`config.mk`:
```
export PLATFORM = sky130hd
export DESIGN_NAME = fwd_hazard_unit
export DESIGN_NICKNAME = d
export VERILOG_FILES = /design/src/rtl/pipe_pkg.sv /design/src/rtl/fwd_tag_cmp.sv /design/src/rtl/fwd_hazard_unit.sv
export SDC_FILE = /design/constraint.sdc
export NUM_CORES = 1
export LEC_CHECK = 0
export BUFFER_PORTS_ARGS = -buffer_cell sky130_fd_sc_hd__buf_4
export CAP_MARGIN = 20
export CELL_PAD_IN_SITES_DETAIL_PLACEMENT = 0
export CELL_PAD_IN_SITES_GLOBAL_PLACEMENT = 1
export CORE_MARGIN = 4
export CORE_UTILIZATION = 30
export DETAILED_ROUTE_END_ITERATION = 8
export PLACE_DENSITY_LB_ADDON = 0.3
export SYNTH_ARGS = -nofsm -noshare
export SYNTH_HDL_FRONTEND = slang
export SYNTH_SLANG_ARGS = --single-unit
export TNS_END_PERCENT = 50
```
`constraint.sdc`:
```
create_clock -name clk -period 2.5 [get_ports clk]
set_input_delay 0.5 -clock clk [delete_from_list [all_inputs] [get_ports clk]]
set_output_delay 0.5 -clock clk [all_outputs]
set_load 0.03 [all_outputs]
```
`src/rtl/pipe_pkg.sv`:
```
// Shared pipeline definitions: operand-select codes and default field widths
// for the forwarding/hazard logic.
package pipe_pkg;

  localparam int REG_ADDR_W = 5;
  localparam int CNT_W      = 16;

  typedef logic [1:0] sel_t;

  localparam sel_t SEL_RF    = 2'b00;
  localparam sel_t SEL_EXMEM = 2'b01;
  localparam sel_t SEL_MEMWB = 2'b10;
  localparam sel_t SEL_IMM   = 2'b11;

endpackage

```
`src/rtl/fwd_tag_cmp.sv`:
```
// Compares one ID source register against one in-flight stage tag and
// reports whether that stage will produce the value the source needs.
module fwd_tag_cmp
  import pipe_pkg::*;
#(
  parameter int reg_addr_width     = REG_ADDR_W,
  parameter bit zero_reg_hardwired = 1'b1
) (
  input  logic                      tag_valid,
  input  logic [reg_addr_width-1:0] tag_rd,
  input  logic                      tag_reg_write,
  input  logic [reg_addr_width-1:0] src,
  input  logic                      uses,
  output logic                      hit
);

  logic zero_dest;

  // A hardwired r0 is never a real producer, whatever the tag claims.
  assign zero_dest = zero_reg_hardwired && (tag_rd == '0);
  assign hit       = tag_valid & tag_reg_write & uses & (tag_rd == src) & ~zero_dest;

endmodule

```
`src/rtl/fwd_hazard_unit.sv`:
```
// Forwarding-select and load-use stall controller for a 5-stage pipeline.
// Selects are resolved in ID and registered for the EX-stage operand muxes.
module fwd_hazard_unit
  import pipe_pkg::*;
#(
  parameter int reg_addr_width     = REG_ADDR_W,
  parameter bit zero_reg_hardwired = 1'b1,
  parameter int cnt_width          = CNT_W
) (
  input  logic                      clk,
  input  logic                      rst,
  input  logic                      hold,
  input  logic                      flush,
  input  logic                      id_valid,
  input  logic [reg_addr_width-1:0] id_rs,
  input  logic [reg_addr_width-1:0] id_rt,
  input  logic                      id_uses_rs,
  input  logic                      id_uses_rt,
  input  logic                      id_use_imm,
  input  logic [reg_addr_width-1:0] id_rd,
  input  logic                      id_reg_write,
  input  logic                      id_mem_read,
  output logic                      stall_id,
  output logic [1:0]                ex_sel_a,
  output logic [1:0]                ex_sel_b,
  output logic [cnt_width-1:0]      stall_count
);

  typedef struct packed {
    logic                      valid;
    logic [reg_addr_width-1:0] rd;
    logic                      reg_write;
    logic                      mem_read;
  } ex_tag_t;

  // Past EX only forwarding matters; the WB stage needs no tag because the
  // register file writes in the first half-cycle.
  typedef struct packed {
    logic                      valid;
    logic [reg_addr_width-1:0] rd;
    logic                      reg_write;
  } mem_tag_t;

  ex_tag_t  ex_tag;
  ex_tag_t  next_ex;
  mem_tag_t mem_tag;

  logic hit_a_ex, hit_b_ex, hit_a_mem, hit_b_mem;
  logic bubble;
  sel_t sel_a_next, sel_b_next;

  function automatic logic [cnt_width-1:0] sat_inc(input logic [cnt_width-1:0] v);
    return (&v) ? v : v + 1'b1;
  endfunction

  // Newest producer wins: EX result beats the older MEM result.
  function automatic sel_t pick_sel(input logic hit_ex, input logic hit_mem);
    if (hit_ex)  return SEL_EXMEM;
    if (hit_mem) return SEL_MEMWB;
    return SEL_RF;
  endfunction

  fwd_tag_cmp #(.reg_addr_width(reg_addr_width), .zero_reg_hardwired(zero_reg_hardwired)) u_cmp_a_ex (
    .tag_valid(ex_tag.valid), .tag_rd(ex_tag.rd), .tag_reg_write(ex_tag.reg_write),
    .src(id_rs), .uses(id_uses_rs), .hit(hit_a_ex));

  fwd_tag_cmp #(.reg_addr_width(reg_addr_width), .zero_reg_hardwired(zero_reg_hardwired)) u_cmp_b_ex (
    .tag_valid(ex_tag.valid), .tag_rd(ex_tag.rd), .tag_reg_write(ex_tag.reg_write),
    .src(id_rt), .uses(id_uses_rt), .hit(hit_b_ex));

  fwd_tag_cmp #(.reg_addr_width(reg_addr_width), .zero_reg_hardwired(zero_reg_hardwired)) u_cmp_a_mem (
    .tag_valid(mem_tag.valid), .tag_rd(mem_tag.rd), .tag_reg_write(mem_tag.reg_write),
    .src(id_rs), .uses(id_uses_rs), .hit(hit_a_mem));

  fwd_tag_cmp #(.reg_addr_width(reg_addr_width), .zero_reg_hardwired(zero_reg_hardwired)) u_cmp_b_mem (
    .tag_valid(mem_tag.valid), .tag_rd(mem_tag.rd), .tag_reg_write(mem_tag.reg_write),
    .src(id_rt), .uses(id_uses_rt), .hit(hit_b_mem));

  // ID stage: hazard detection and select resolution
  always_comb begin
    stall_id   = ~rst & id_valid & ~flush & ex_tag.mem_read & (hit_a_ex | hit_b_ex);
    bubble     = flush | stall_id | ~id_valid;
    next_ex    = '0;
    sel_a_next = SEL_RF;
    sel_b_next = SEL_RF;
    if (!bubble) begin
      next_ex.valid     = 1'b1;
      next_ex.rd        = id_rd;
      next_ex.reg_write = id_reg_write;
      next_ex.mem_read  = id_mem_read;
      sel_a_next        = pick_sel(hit_a_ex, hit_a_mem);
      sel_b_next        = id_use_imm ? SEL_IMM : pick_sel(hit_b_ex, hit_b_mem);
    end
  end

  // ID -> EX -> MEM boundary registers
  always_ff @(posedge clk or posedge rst) begin
    if (rst) begin
      ex_tag      <= '0;
      mem_tag     <= '0;
      ex_sel_a    <= SEL_RF;
      ex_sel_b    <= SEL_RF;
      stall_count <= '0;
    end else if (!hold) begin
      ex_tag            <= next_ex;
      mem_tag.valid     <= ex_tag.valid;
      mem_tag.rd        <= ex_tag.rd;
      mem_tag.reg_write <= ex_tag.reg_write;
      ex_sel_a          <= sel_a_next;
      ex_sel_b          <= sel_b_next;
      if (stall_id) stall_count <= sat_inc(stall_count);
    end
  end

endmodule
```
==> Flow_metrics.wiki <==
{| class="wikitable"
! Metric !! Value
|-
| H-tree depth || 2
|-
| Worst Path Class, Setup || reg -> out
|-
| Post-placement setup slack || 0.0483 ns
|-
| GRT Overall Usage || 12.5%
|-
| Ant diodes || 0
|-
| Initial antenna violation count || 0
|-
| Post-synthesis average cell area || 12.2 um2
|-
| Worst Path Max Fanout || 5
|-
| Synthesized cell area || 0.00176 mm2
|-
| Cell Rows || 27
|-
| Design Power || 1140 uW
|-
| Fillers || 532
|-
| Signal arrival time at the worst endpoint || 1.93 ns
|-
| Starting utilization of the core area || 31.5%
|-
| GRT overflow || 0
|-
| Vias post-DR || 1,329
|-
| Area leader, netlist || sky130_fd_sc_hd__dfrtp_1
|-
| Synthesized Nets || 170
|-
| Number of global-route vias before repair || 1,381
|-
| CP required || 2.00 ns
|-
| Count of unresolved DRC violations after routing || 0
|-
| # setup viols final || 0
|-
| Final period demand of the worst path || 2.43 ns
|-
| Worst min path class || in -> async
|-
| Top-level I/O count || 46
|-
| Synth warn || 0
|-
| Root Buffer Master || sky130_fd_sc_hd__clkbuf_8
|-
| HPWL after DPL || 3.16 mm
|-
| Share of layout cells above drive strength 1 || 39.0%
|-
| Mean number of vias per cell || 4.89
|-
| First-iteration detailed-routing DRC count || 65
|-
| # clock sinks || 35
|-
| Worst vdd rail ir drop || 0.000264 V
|-
| Vertical die dimension || 84.5 um
|-
| Total Nets Final || 225
|-
| Clock latency on the worst-skew pair || 0.29 ns
|-
| Register clock-pin slew on the reported worst setup and hold paths || 0.07 ns
|-
| Post-route antenna net violation count || 0
|-
| Post-synth top area share || 49.9%
|-
| Yosys reg bits || 35
|-
| Sequential share of the synthesized area || 49.9%
|-
| Die outline area || 0.00714 mm2
|-
| Element type at the critical path start || flip-flop
|-
| Final count of hold timing violations || 0
|-
| Most area-consuming cells after synthesis || sky130_fd_sc_hd__dfrtp_1 50%, sky130_fd_sc_hd__xnor2_1 11%, sky130_fd_sc_hd__xor2_1 6.5%
|-
| Wire length of the first global-routing pass || 7.15 mm
|-
| Global placement routability congestion || 0.835
|-
| Inserted Clock Buffers || 5
|-
| Per-cell routed wire length || 15.5 um
|-
| Endpoint class of the critical path || primary output
|-
| # port buffers || 45
|-
| Core Box Area || 0.00557 mm2
|-
| Buffers from clock root to sink, at most || 2
|-
| Detailed-routing iteration count for the pre-antenna-repair pass || 4
|-
| Non-filler instance count after layout || 272
|-
| Leakage component of the power || 0.00110 uW
|-
| Minimum setup slack in the final design || 0.0688 ns
|-
| Mapped Cells || 144
|-
| Slew at the pin closest to its max-slew limit || 0.432 ns
|-
| Final-report max-slew violation count || 0
|-
| Count of maximum capacitance violations || 0
|-
| Result of the run || completed
|-
| Clock tree from TritonCTS || built
|-
| Worst clock skew on the final layout || 0.00785 ns
|-
| Unique masters post-synth || 33
|-
| Upper clock frequency limit || 411 MHz
|-
| DIE WIDTH || 84.5 um
|-
| Max_slew headroom || 71.2%
|-
| Core Util, Final || 41.7%
|-
| Placed Cells || 259
|-
| Worst setup slack for register-to-register paths || 0.18 ns
|-
| Post-Route WL || 4.22 mm
|-
| Final Cycle Share || 97.2%
|-
| CTS Hold Bufs || 0
|-
| Power per unit of standard cell area || 490 mW/mm2
|-
| Area Overhead vs Synth || 32.4%
|-
| Pin count of the biggest net entering global routing || 36
|}
worst paths after layout:
kind,end,start,cells after the start
min in group clk,ex_tag[3]$_DFFE_PP0N_,id_rd[1],2
worst min-delay path,ex_tag[1]$_DFFE_PP0N_,rst,3
worst max register to register,stall_count[1]$_DFFE_PP0P_,ex_tag[6]$_DFFE_PP0N_,7
max in group asynchronous,ex_tag[3]$_DFFE_PP0N_,rst,3
worst min register to register,stall_count[7]$_DFFE_PP0P_,stall_count[7]$_DFFE_PP0P_,1
worst max-delay path,stall_id,ex_tag[2]$_DFFE_PP0N_,5
state kept, by name (all words and copies together) (netlist names):
register	cells
ex_sel_a	2
ex_sel_b	2
ex_tag	8
mem_tag	7
stall_count	16
worst max-delay path, stage by stage (launching register included):
cell	delay, ns
sky130_fd_sc_hd__dfrtp_2	0.44
sky130_fd_sc_hd__or4_1	0.53
sky130_fd_sc_hd__o211ai_1	0.25
sky130_fd_sc_hd__nand4b_1	0.19
sky130_fd_sc_hd__a21oi_2	0.07
sky130_fd_sc_hd__buf_4	0.17
routing by layer:
metal  GRT usage [%]  vias up  wire, um
met1            16.6      660      1940
li1                -      631         -
met4            3.88        0        57
met3            4.32        6       244
met5               0        -         0
met2            19.1       32      1980
timing repair:
action	CTS	global route
setup buffers	2	3
gates resized for setup	0	2
gates cloned	0	0
setup endpoints to repair	1	1
pin swaps	1	1
where the power goes:
part	leakage (uW)	switching (uW)	internal (uW)
Sequential	0.000477	21.8	585
Combinational	0.000578	59.8	72.0
Clock	0.0000402	207	194
cell usage after synthesis (all sizes together):
library cell	instances
nor3	1
a21oi	1
clkbuf	3
xor2	13
o2111ai	1
or4	2
dfrtp	35
nor2	2
and2	1
ha	1
a21o	1
a2111oi	1
buf	3
a22o	11
mux2	8
inv	1
and4	4
nand2	2
nand2b	1
nor4	3
and3	5
xnor2	22
nand4b	1
nor2b	1
o21bai	1
nor3b	1
nand3	9
o211ai	2
nand4	7
cells in the final DEF (no fill, tap or decap), types with 2 or more instances in the layout:
master / instances
sky130_fd_sc_hd__nand4_1: 7
sky130_fd_sc_hd__and3_1: 5
sky130_fd_sc_hd__xnor2_1: 22
sky130_fd_sc_hd__nor2_1: 2
sky130_fd_sc_hd__a22o_1: 11
sky130_fd_sc_hd__o211ai_1: 2
sky130_fd_sc_hd__dfrtp_2: 2
sky130_fd_sc_hd__or4_1: 2
sky130_fd_sc_hd__clkbuf_8: 5
sky130_fd_sc_hd__nand2_1: 2
sky130_fd_sc_hd__xor2_1: 13
sky130_fd_sc_hd__nand3_1: 8
sky130_fd_sc_hd__nor4_1: 2
sky130_fd_sc_hd__buf_4: 53
sky130_fd_sc_hd__clkinvlp_4: 3
sky130_fd_sc_hd__dfrtp_1: 33
sky130_fd_sc_hd__and4_1: 4
sky130_fd_sc_hd__mux2_2: 8
kinds of logic (layout without fill, tap and decap cells):
logic type / Yosys count / count (layout) / synth area share, %
flops: 35 / 35 / 49.9
xor+xnor: 35 / 35 / 17.5
mux: 8 / 8 / 5.13
compound gates: 18 / 18 / 9.77
simple gates: 40 / 40 / 14.8
buf+inv: 7 / 63 / 2.21
fa+ha+maj: 1 / 1 / 0.713
stage by stage:
step / TNS [ns] / area (um2) / hold slack, ns
after floorplan: 0 / 1760 / 0.451
after CTS: 0 / 2300 / 0.384
after global routing: -0.0118 / 2320 / 0.418
final: 0 / 2320 / 0.360
after global placement: 0 / 2190 / 0.482
after detailed placement: 0 / 2190 / 0.486
cell type report:
class                      instances  area (um2)  share of cell area, %
clock buffer                       5        68.8                   2.96
clock inverter                     3        20.0                  0.862
inverter                           1        7.51                  0.323
multi-input combinational        102         841                   36.2
sequential                        35         878                   37.8
tap                               72        90.1                   3.88
timing repair buffer              54         418                   18.0
Note: power is estimated with default switching activity, not from simulation.
